--- src/rtl/ifetch_queue_if.sv ---
// Fetch-side bus bundle: instruction-memory request channel plus the
// instruction stream handed to the datapath.
interface ifetch_queue_if #(
    parameter int n = 16
);
    logic         imem_req;
    logic [n-1:0] imem_addr;
    logic         imem_ack;
    logic [n-1:0] imem_rdata;
    logic [n-1:0] instr;
    logic [n-1:0] instr_pc;
    logic         instr_valid;
    logic         instr_ready;

    modport master (
        output imem_req, imem_addr, instr, instr_pc, instr_valid,
        input  imem_ack, imem_rdata, instr_ready
    );

    modport slave (
        input  imem_req, imem_addr, instr, instr_pc, instr_valid,
        output imem_ack, imem_rdata, instr_ready
    );
endinterface

--- src/rtl/ifetch_queue.sv ---
// Instruction prefetch queue: issues sequential halfword-aligned fetches,
// buffers returned words, and flushes/restarts on redirect.
module ifetch_queue #(
    parameter int n     = 16,
    parameter int DEPTH = 4
) (
    input  logic                   clk,
    input  logic                   reset,
    input  logic                   redirect,
    input  logic [n-1:0]           redirect_pc,
    ifetch_queue_if.master         bus,
    output logic [$clog2(DEPTH):0] count
);
    localparam int PW = $clog2(DEPTH);

    localparam logic [1:0] IDLE = 2'd0;
    localparam logic [1:0] WAIT = 2'd1;
    localparam logic [1:0] DROP = 2'd2;

    localparam logic [PW:0]   FULL = (PW+1)'(DEPTH);
    localparam logic [PW:0]   ONE  = (PW+1)'(1);
    localparam logic [PW-1:0] PONE = PW'(1);
    localparam logic [n-1:0]  TWO  = n'(2);

    logic [1:0]    state, state_nx;
    logic [n-1:0]  fpc, fpc_nx;
    logic          req_q, req_nx;
    logic [n-1:0]  addr_q, addr_nx;
    logic [PW-1:0] wptr, rptr, rptr_nx;
    logic [PW:0]   count_ap, count_nx;
    logic [n-1:0]  q_data [DEPTH];
    logic [n-1:0]  q_pc   [DEPTH];
    logic [n-1:0]  instr_q, instr_pc_q;
    logic [n-1:0]  head_data, head_pc;
    logic [n-1:0]  target;
    logic          accept, pop, push;

    assign target   = {redirect_pc[n-1:1], 1'b0};
    assign accept   = req_q & bus.imem_ack;
    assign pop      = bus.instr_valid & bus.instr_ready;
    assign push     = accept & (state == WAIT) & ~redirect;
    assign count_ap = count - (pop ? ONE : '0);

    assign bus.imem_req    = req_q;
    assign bus.imem_addr   = addr_q;
    assign bus.instr       = instr_q;
    assign bus.instr_pc    = instr_pc_q;
    assign bus.instr_valid = (count != '0);

    always_comb begin
        state_nx = state;
        fpc_nx   = redirect ? target : fpc;
        req_nx   = req_q;
        addr_nx  = addr_q;
        case (state)
            IDLE: begin
                if (redirect) begin
                    state_nx = WAIT;
                    req_nx   = 1'b1;
                    addr_nx  = target;
                end else if (count_ap < FULL) begin
                    state_nx = WAIT;
                    req_nx   = 1'b1;
                    addr_nx  = fpc;
                end
            end
            WAIT: begin
                if (accept && redirect) begin
                    addr_nx = target;
                end else if (accept) begin
                    fpc_nx = addr_q + TWO;
                    if (count_ap + ONE < FULL) begin
                        addr_nx = addr_q + TWO;
                    end else begin
                        state_nx = IDLE;
                        req_nx   = 1'b0;
                    end
                end else if (redirect) begin
                    // request stays on the bus until acked; its data is then dropped
                    state_nx = DROP;
                end
            end
            DROP: begin
                if (accept) begin
                    state_nx = WAIT;
                    addr_nx  = fpc_nx;
                end
            end
            default: begin
                state_nx = IDLE;
                req_nx   = 1'b0;
            end
        endcase
    end

    always_comb begin
        count_nx = redirect ? '0 : count_ap + (push ? ONE : '0);
        rptr_nx  = pop ? rptr + PONE : rptr;
        // head register loads the word being pushed when it becomes the head
        if (push && (rptr_nx == wptr)) begin
            head_data = bus.imem_rdata;
            head_pc   = addr_q;
        end else begin
            head_data = q_data[rptr_nx];
            head_pc   = q_pc[rptr_nx];
        end
    end

    always_ff @(posedge clk or negedge reset) begin
        if (!reset) begin
            state      <= IDLE;
            fpc        <= '0;
            req_q      <= 1'b0;
            addr_q     <= '0;
            wptr       <= '0;
            rptr       <= '0;
            count      <= '0;
            instr_q    <= '0;
            instr_pc_q <= '0;
        end else begin
            state  <= state_nx;
            fpc    <= fpc_nx;
            req_q  <= req_nx;
            addr_q <= addr_nx;
            count  <= count_nx;
            if (redirect) begin
                wptr <= '0;
                rptr <= '0;
            end else begin
                wptr <= push ? wptr + PONE : wptr;
                rptr <= rptr_nx;
            end
            if (count_nx != '0) begin
                instr_q    <= head_data;
                instr_pc_q <= head_pc;
            end
        end
    end

    always_ff @(posedge clk) begin
        if (push) begin
            q_data[wptr] <= bus.imem_rdata;
            q_pc[wptr]   <= addr_q;
        end
    end
endmodule

--- src/flat_wrapper.sv ---
// flat-port wrapper written by rule: the top's interface ports become plain ports
module ifetch_queue_flat 
#(
    parameter int n     = 16,
    parameter int DEPTH = 4
)
  (clk, reset, redirect, redirect_pc, count, bus_imem_req, bus_imem_addr, bus_instr, bus_instr_pc, bus_instr_valid, bus_imem_ack, bus_imem_rdata, bus_instr_ready);
  ifetch_queue_if #(.n(n)) bus_i ();
  input  logic clk;
  input  logic reset;
  input  logic redirect;
  input  logic [n-1:0] redirect_pc;
  output logic [$clog2(DEPTH):0] count;
  output wire logic [$bits(bus_i.imem_req)-1:0] bus_imem_req;
  output wire logic [$bits(bus_i.imem_addr)-1:0] bus_imem_addr;
  output wire logic [$bits(bus_i.instr)-1:0] bus_instr;
  output wire logic [$bits(bus_i.instr_pc)-1:0] bus_instr_pc;
  output wire logic [$bits(bus_i.instr_valid)-1:0] bus_instr_valid;
  input wire logic [$bits(bus_i.imem_ack)-1:0] bus_imem_ack;
  input wire logic [$bits(bus_i.imem_rdata)-1:0] bus_imem_rdata;
  input wire logic [$bits(bus_i.instr_ready)-1:0] bus_instr_ready;
  assign bus_imem_req = bus_i.imem_req;
  assign bus_imem_addr = bus_i.imem_addr;
  assign bus_instr = bus_i.instr;
  assign bus_instr_pc = bus_i.instr_pc;
  assign bus_instr_valid = bus_i.instr_valid;
  assign bus_i.imem_ack = bus_imem_ack;
  assign bus_i.imem_rdata = bus_imem_rdata;
  assign bus_i.instr_ready = bus_instr_ready;
  ifetch_queue #(.n(n), .DEPTH(DEPTH)) u_core (.clk(clk), .reset(reset), .redirect(redirect), .redirect_pc(redirect_pc), .bus(bus_i), .count(count));
endmodule
--- config.mk ---
export PLATFORM = sky130hd
export DESIGN_NAME = ifetch_queue_flat
export DESIGN_NICKNAME = d
export VERILOG_FILES = /design/src/rtl/ifetch_queue_if.sv /design/src/rtl/ifetch_queue.sv /design/src/flat_wrapper.sv
export SDC_FILE = /design/constraint.sdc
export NUM_CORES = 1
export LEC_CHECK = 0
export ABC_AREA = 1
export CORE_UTILIZATION = 44
export DETAILED_ROUTE_END_ITERATION = 12
export PLACE_DENSITY = 0.66
export SYNTH_ARGS = -nofsm -noshare
export SYNTH_HDL_FRONTEND = slang
export SYNTH_SLANG_ARGS = --single-unit
--- constraint.sdc ---
create_clock -name clk -period 6.6 [get_ports clk]
set_clock_uncertainty 0.15 [all_clocks]
set_input_delay 1.32 -clock clk [delete_from_list [all_inputs] [get_ports clk]]
set_output_delay 1.32 -clock clk [all_outputs]
set_load 0.02 [all_outputs]
==> Yosys cells after proc, flatten, opt, wreduce, memory -nomap -nowiden <==
Memory sizes are Yosys's and may differ from the RTL's. A register that Yosys moved wholly into a read port is not among the register bits.
Index checks and enable logic that the tools add are counted.
{ "op_classes": {"muxes": 34, "n_reduce_logical": 11, "n_eq_ne": 11, "n_lt_le_gt_ge": 2, "n_addsub": 6, "bitwise_logic": 6} }
{ "ops": {"columns": ["cell", "count"], "rows": [
  ["16-bit two-way mux", 10],
  ["16-bit case mux with 3 select lines", 1],
  ["2-bit two-way mux", 11],
  ["16-bit by 2-bit adder with 16-bit output (second input constant)", 1],
  ["5-bit AND reduction", 3],
  ["1-bit two-way mux", 9],
  ["3-bit by 2-bit inequality test with 1-bit output (second input constant)", 3],
  ["3-bit nonzero test", 3],
  ["3-bit less-than comparator (second input constant)", 2],
  ["3-bit inequality test (second input constant)", 2],
  ["2-bit case mux with 3 select lines", 1],
  ["2-bit by 1-bit adder with 2-bit output (second input constant)", 2],
  ["1-bit AND", 4],
  ["2-bit by 1-bit inequality test with 1-bit output (second input constant)", 2],
  ["2-bit inequality test (second input constant)", 2],
  ["3-bit by 1-bit adder with 3-bit output (second input constant)", 1],
  ["3-bit adder", 1],
  ["3-bit two-way mux", 1],
  ["1-bit case mux with 3 select lines", 1],
  ["3-bit subtractor", 1],
  ["2-bit by 1-bit equality test with 1-bit output (second input constant)", 1],
  ["2-bit equality test (second input constant)", 1],
  ["1-bit logical NOT", 2],
  ["2-bit logical NOT", 1],
  ["other kinds (3)", 4]
]} }
{ "word_totals": {"memories": 2, "mem_bits_rw": 128, "elab_cells": 79, "register_bits": 42, "out_inout_bits": 53, "inputBits": 37} }
{ "memory_table": {"columns": ["name", "depth", "word_bits", "rd", "rd_ports_with_merged_regs", "write_ports", "line", "source"], "rows": [
  ["u_core.q_data", 4, 16, 1, 1, 1, "ifetch_queue.sv:31", "logic [n-1:0] q_data [DEPTH];"],
  ["u_core.q_pc", 4, 16, 1, 1, 1, "ifetch_queue.sv:32", "logic [n-1:0] q_pc [DEPTH];"]
]} }

==> Depth between registers and ports, before layout <==
{ "logic_depth": {"ltp_word": 10, "depth_mapped": 18, "mapped_depth_nobuf": 17} }

==> Worst setup path after synthesis <==
Ideal clock, no wire load.
{ "synth_timing": {"path_kind": "input port to flip-flop", "startpoint": "in bus_imem_ack", "endpoint": "mem u_core.q_data[0][0] (enable)", "setup_ps": 421, "setup_slack_ps": 2958, "path_buffers": 0, "required_time_ps": 6029, "stages": 4, "arrival_ps": 3071, "path_cell_list": "nand2_4 > nor2_4 > nand2_4 > nor2_1"} }
{ "synth_via": {"elab_chain_cells": 5} }
{ "synth_rtl": {"columns": ["item", "line", "source"], "rows": [
  ["start, declared", "flat_wrapper.sv:19", "input wire logic [$bits(bus_i.imem_ack)-1:0] bus_imem_ack;"],
  ["1-bit AND", "ifetch_queue.sv:39", "assign accept = req_q & bus.imem_ack;"],
  ["1-bit AND (2 in a row)", "ifetch_queue.sv:41", "assign push = accept & (state == WAIT) & ~redirect;"],
  ["1-bit two-way mux", "ifetch_queue.sv:141", "if (push) begin"],
  ["1-bit two-way mux (implied by the code)", "ifetch_queue.sv:142", "q_data[wptr] <= bus.imem_rdata;"],
  ["end, declared", "ifetch_queue.sv:31", null]
]} }
No other way between the ends.

==> Worst setup path in the final report <==
{ "layout_timing": {"startpoint": "in redirect", "endpoint": "reg u_core.instr_pc_q[14], in the netlist u_core.bus.instr_pc[14], read port of u_core.q_pc"} }
{ "layout_via": {"elab_chain_cells": 6} }
{ "layout_rtl": {"columns": ["item", "line", "source"], "rows": [
  ["start, declared", "flat_wrapper.sv:11", "input logic redirect;"],
  ["1-bit inverter", "ifetch_queue.sv:41", null],
  ["1-bit AND", "ifetch_queue.sv:41", null],
  ["1-bit two-way mux", "ifetch_queue.sv:97", "count_nx = redirect ? '0 : count_ap + (push ? ONE : '0);"],
  ["3-bit adder", "ifetch_queue.sv:97", null],
  ["3-bit two-way mux *", "ifetch_queue.sv:97", null],
  ["net u_core.count_nx[1]", "ifetch_queue.sv:30", "logic [PW:0] count_ap, count_nx;"],
  ["3-bit nonzero test *", "ifetch_queue.sv:133", "if (count_nx != '0) begin"],
  ["end, declared", "ifetch_queue.sv:33", "logic [n-1:0] instr_q, instr_pc_q;"]
]} }
The timed path passes the listed nets; every way through them passes the cells marked *.
A chain may end at the register's enable or synchronous reset.

==> results.toml <==
[synthesis]
synthesis.area_um2 = 9568
yosysWarnings = 0
yosysMostFrequentCell = "nand2_1"
ys_ff_latch = 202
synth_seq_area_share = 0.5953
synth_cell_type_count = 37
synth_top_cell_by_area = "edfxtp_1"
synth_flop_cell = "edfxtp_1"
netlist_top_cells_count = "nand2_1, nand3_1, edfxtp_1, dfrtp_1, inv_1"
synthTopCellsByArea = "edfxtp_1, dfrtp_1, nand2_1"
syn_area_per_cell_um2 = 9.445
synth_edf_count = 128
postSynthCellCount = 1013
syn_nets = 1059
async_reset_ff_frac = 0.3663
synth_top_cell_area_share = 0.4017

[sta]
rsz0062_at_grt = "false"
finalCritPeriodShare = 0.6574
slew_headroom = 0.3115
max_freq_mhz = 230.5
whs_ps = 326.9
tightest_slew_ps = 1033
layout_setup_ws_ps = 2261
hold_viol = 0
slew_violations = 0
fin_tns_setup_ps = 0
min_period_ps = 4339
setup_viol = 0

[setup_path]
path_max_fanout = 32
start_kind = "primary input"
worstSetupPathType = "primary input to register"
rr_worst_depth = 13
reg2reg_from = "u_core.bus.imem_req$_DFFE_PN0P_"
crit_arrival_ps = 4630
critPathMaxStageDelay_ps = 710
rr_endpoint = "u_core.bus.instr_pc[14]$_DFFE_PN0P_"
cp_data_required_time_ps = 6890
crit_path_frequent_cell = "nand2_1"
r2r_setup_slack_ps = 3160
slowest_stage = "inv_2"
worstPathCellList = "clkdlybuf4s50_1 -> buf_4 -> nor2_4 -> nand2_4 -> inv_1 -> ha_1 -> ha_1 -> inv_1 -> nor2_1 -> nor2_1 -> nand2_1 -> inv_2 -> nand2_1 -> nand2_1"
cp-end-kind = "register"

[global_routing]
grt_overflow = 0
grt_max_degree = 75
grtUsageTotal = 0.2214
grt-busiest-layer = "met2"
grt_pass1_vias = 7299
antenna_found_initial = 0
grtUsageMet3 = 0.02988
grt_pass1_wl_um = 38180
grt_use_met1 = 0.2965
grt_use_met2 = 0.3699

[outcome]
status = "finished, final reports clean"

[clock_network]
hold_buffers = 0
cts-root-buf = "clkbuf_16"
cts_buffers = 22
clk_path_buf_depth = 3
numClockSinks = 202
clk_pin_slew_ps = 60
cts_setup_buffers = 0
cts_tree = "built"
cts.repair.resized = 0
clock_latency_ps = 500
h-tree-depth = 1

[route]
drc = 0
antenna_left = 0
drt_iter0_drc = 577
first_pass_iters = 6
wirelength_um = 24120
post_drt_via_cell_ratio = 5.434
wl_per_cell_um = 17.54
via_count = 7472

[floorplanning]
die_x_um = 149.5
start_util = 0.4523
ios = 90
rows = 53
core_um2 = 21150
die_h_um = 149.5
dieArea_um2 = 22340

[min_path]
hold_depth = 2
min_to = "u_core.bus.instr_pc[7]$_DFFE_PN0P_"
min_path_type = "register to register"
hold_start = "u_core.bus.instr_pc[7]$_DFFE_PN0P_"

[placement]
dp_worst_setup_slack_ps = 1672
gp_congestion = 0.8200
hpwl_um = 13800
portBuffers = 88

[power_and_ir_drop]
leakagePower_nw = 4.799
peakVddDrop_mv = 0.2534
power_density_nw_per_um2 = 490.9

[flow_run]
max-cap-violations = 0

[cells_and_area]
fin_nets = 1130
final_util = 0.5335
areaGrowthSynthToFinish_pct = 17.95
antenna_cells = 0
drive_gt1_frac = 0.07182
[state kept, by name, summed over array words and instances, names as in the netlist]
signal / cells
u_core.bus.imem_addr: 16
u_core.bus.imem_req: 1
u_core.q_pc: 64
u_core.wptr: 2
u_core.q_data: 64
u_core.bus.instr: 16
u_core.bus.instr_pc: 16
u_core.rptr: 2
u_core.state: 2
u_core.count: 3
u_core.fpc: 16
[layout make-up]
cell class	count	area (um2)
fillers	1922	9868
inverters	72	272.8
multi-input cells	684	3289
well taps	275	344.1
clock inverters	3	42.54
clock buffers	37	658.1
flip-flops and latches	202	5695
repair buffers	102	983.4
[power by group]
part           leakage, nW  switching [mW]  internal [mW]
logic                 2.39            1.62          0.842
registers             2.07           0.241           1.65
clock network        0.336           0.472          0.716
total                 4.80            2.33           3.21
[kinds of logic (layout without fill, tap and decap cells)]
family          after synthesis  in the layout  synth area share
xor+xnor                     12             12           0.01098
flops                       202            202            0.5953
simple gates                600            600            0.2772
buf+inv                     127            214           0.06225
mux                           2              2          0.002092
compound gates               61             61           0.04041
fa+ha+maj                     9              9           0.01177
[metal layers]
metal,wire [um],vias up
li1,-,3573
met1,10220,3566
met2,11790,293
met3,1641,40
met4,467,0
met5,0,-
[worst max-delay path: cells and delay by family]
| kind | cells | cell delay (ps) |
|---|---|---|
| fa+ha+maj | 2 | 390 |
| buf+inv | 5 | 1580 |
| simple gates | 7 | 1290 |
[per-stage QoR]
| step | instance area, um2 | power, mW | std cells |
|---|---|---|---|
| 5_1_grt | 11290 | 5.913 | 1375 |
| 3_3_place_gp | 10590 | 4.332 | 1335 |
| 2_1_floorplan | 9568 | 3.566 | 1013 |
| 3_5_place_dp | 10590 | 4.376 | 1335 |
| 6_report | 11290 | 5.540 | 1375 |
| 4_1_cts | 11290 | 5.575 | 1375 |
[cell usage in the layout (no fill, tap or decap), types with 15 or more instances in the layout]
cell type          n
buf_4             15
clkbuf_16         23
clkdlybuf4s50_1   87
dfrtp_1           74
edfxtp_1         128
inv_1             64
nand2_1          326
nand3_1          179
nand4_1           33
nor2_1            34
o21ai_0           22
[how the worst max path moves through the flow]
stage,start,end,slack (ps),cells past startpoint
6_report,redirect,u_core.bus.instr_pc[14]$_DFFE_PN0P_,2260,14
5_1_grt,redirect,u_core.bus.instr_pc[1]$_DFFE_PN0P_,2000,14
4_1_cts,redirect,u_core.bus.instr_pc[14]$_DFFE_PN0P_,2190,14
3_5_place_dp,redirect,u_core.bus.instr_pc[14]$_DFFE_PN0P_,1670,14
3_3_place_gp,redirect,u_core.bus.instr_pc[8]$_DFFE_PN0P_,1700,14
2_1_floorplan,bus_imem_ack,u_core.q_data[0][0]$_DFFE_PP_,2960,4
No activity file was read; power rests on OpenSTA's default activity.
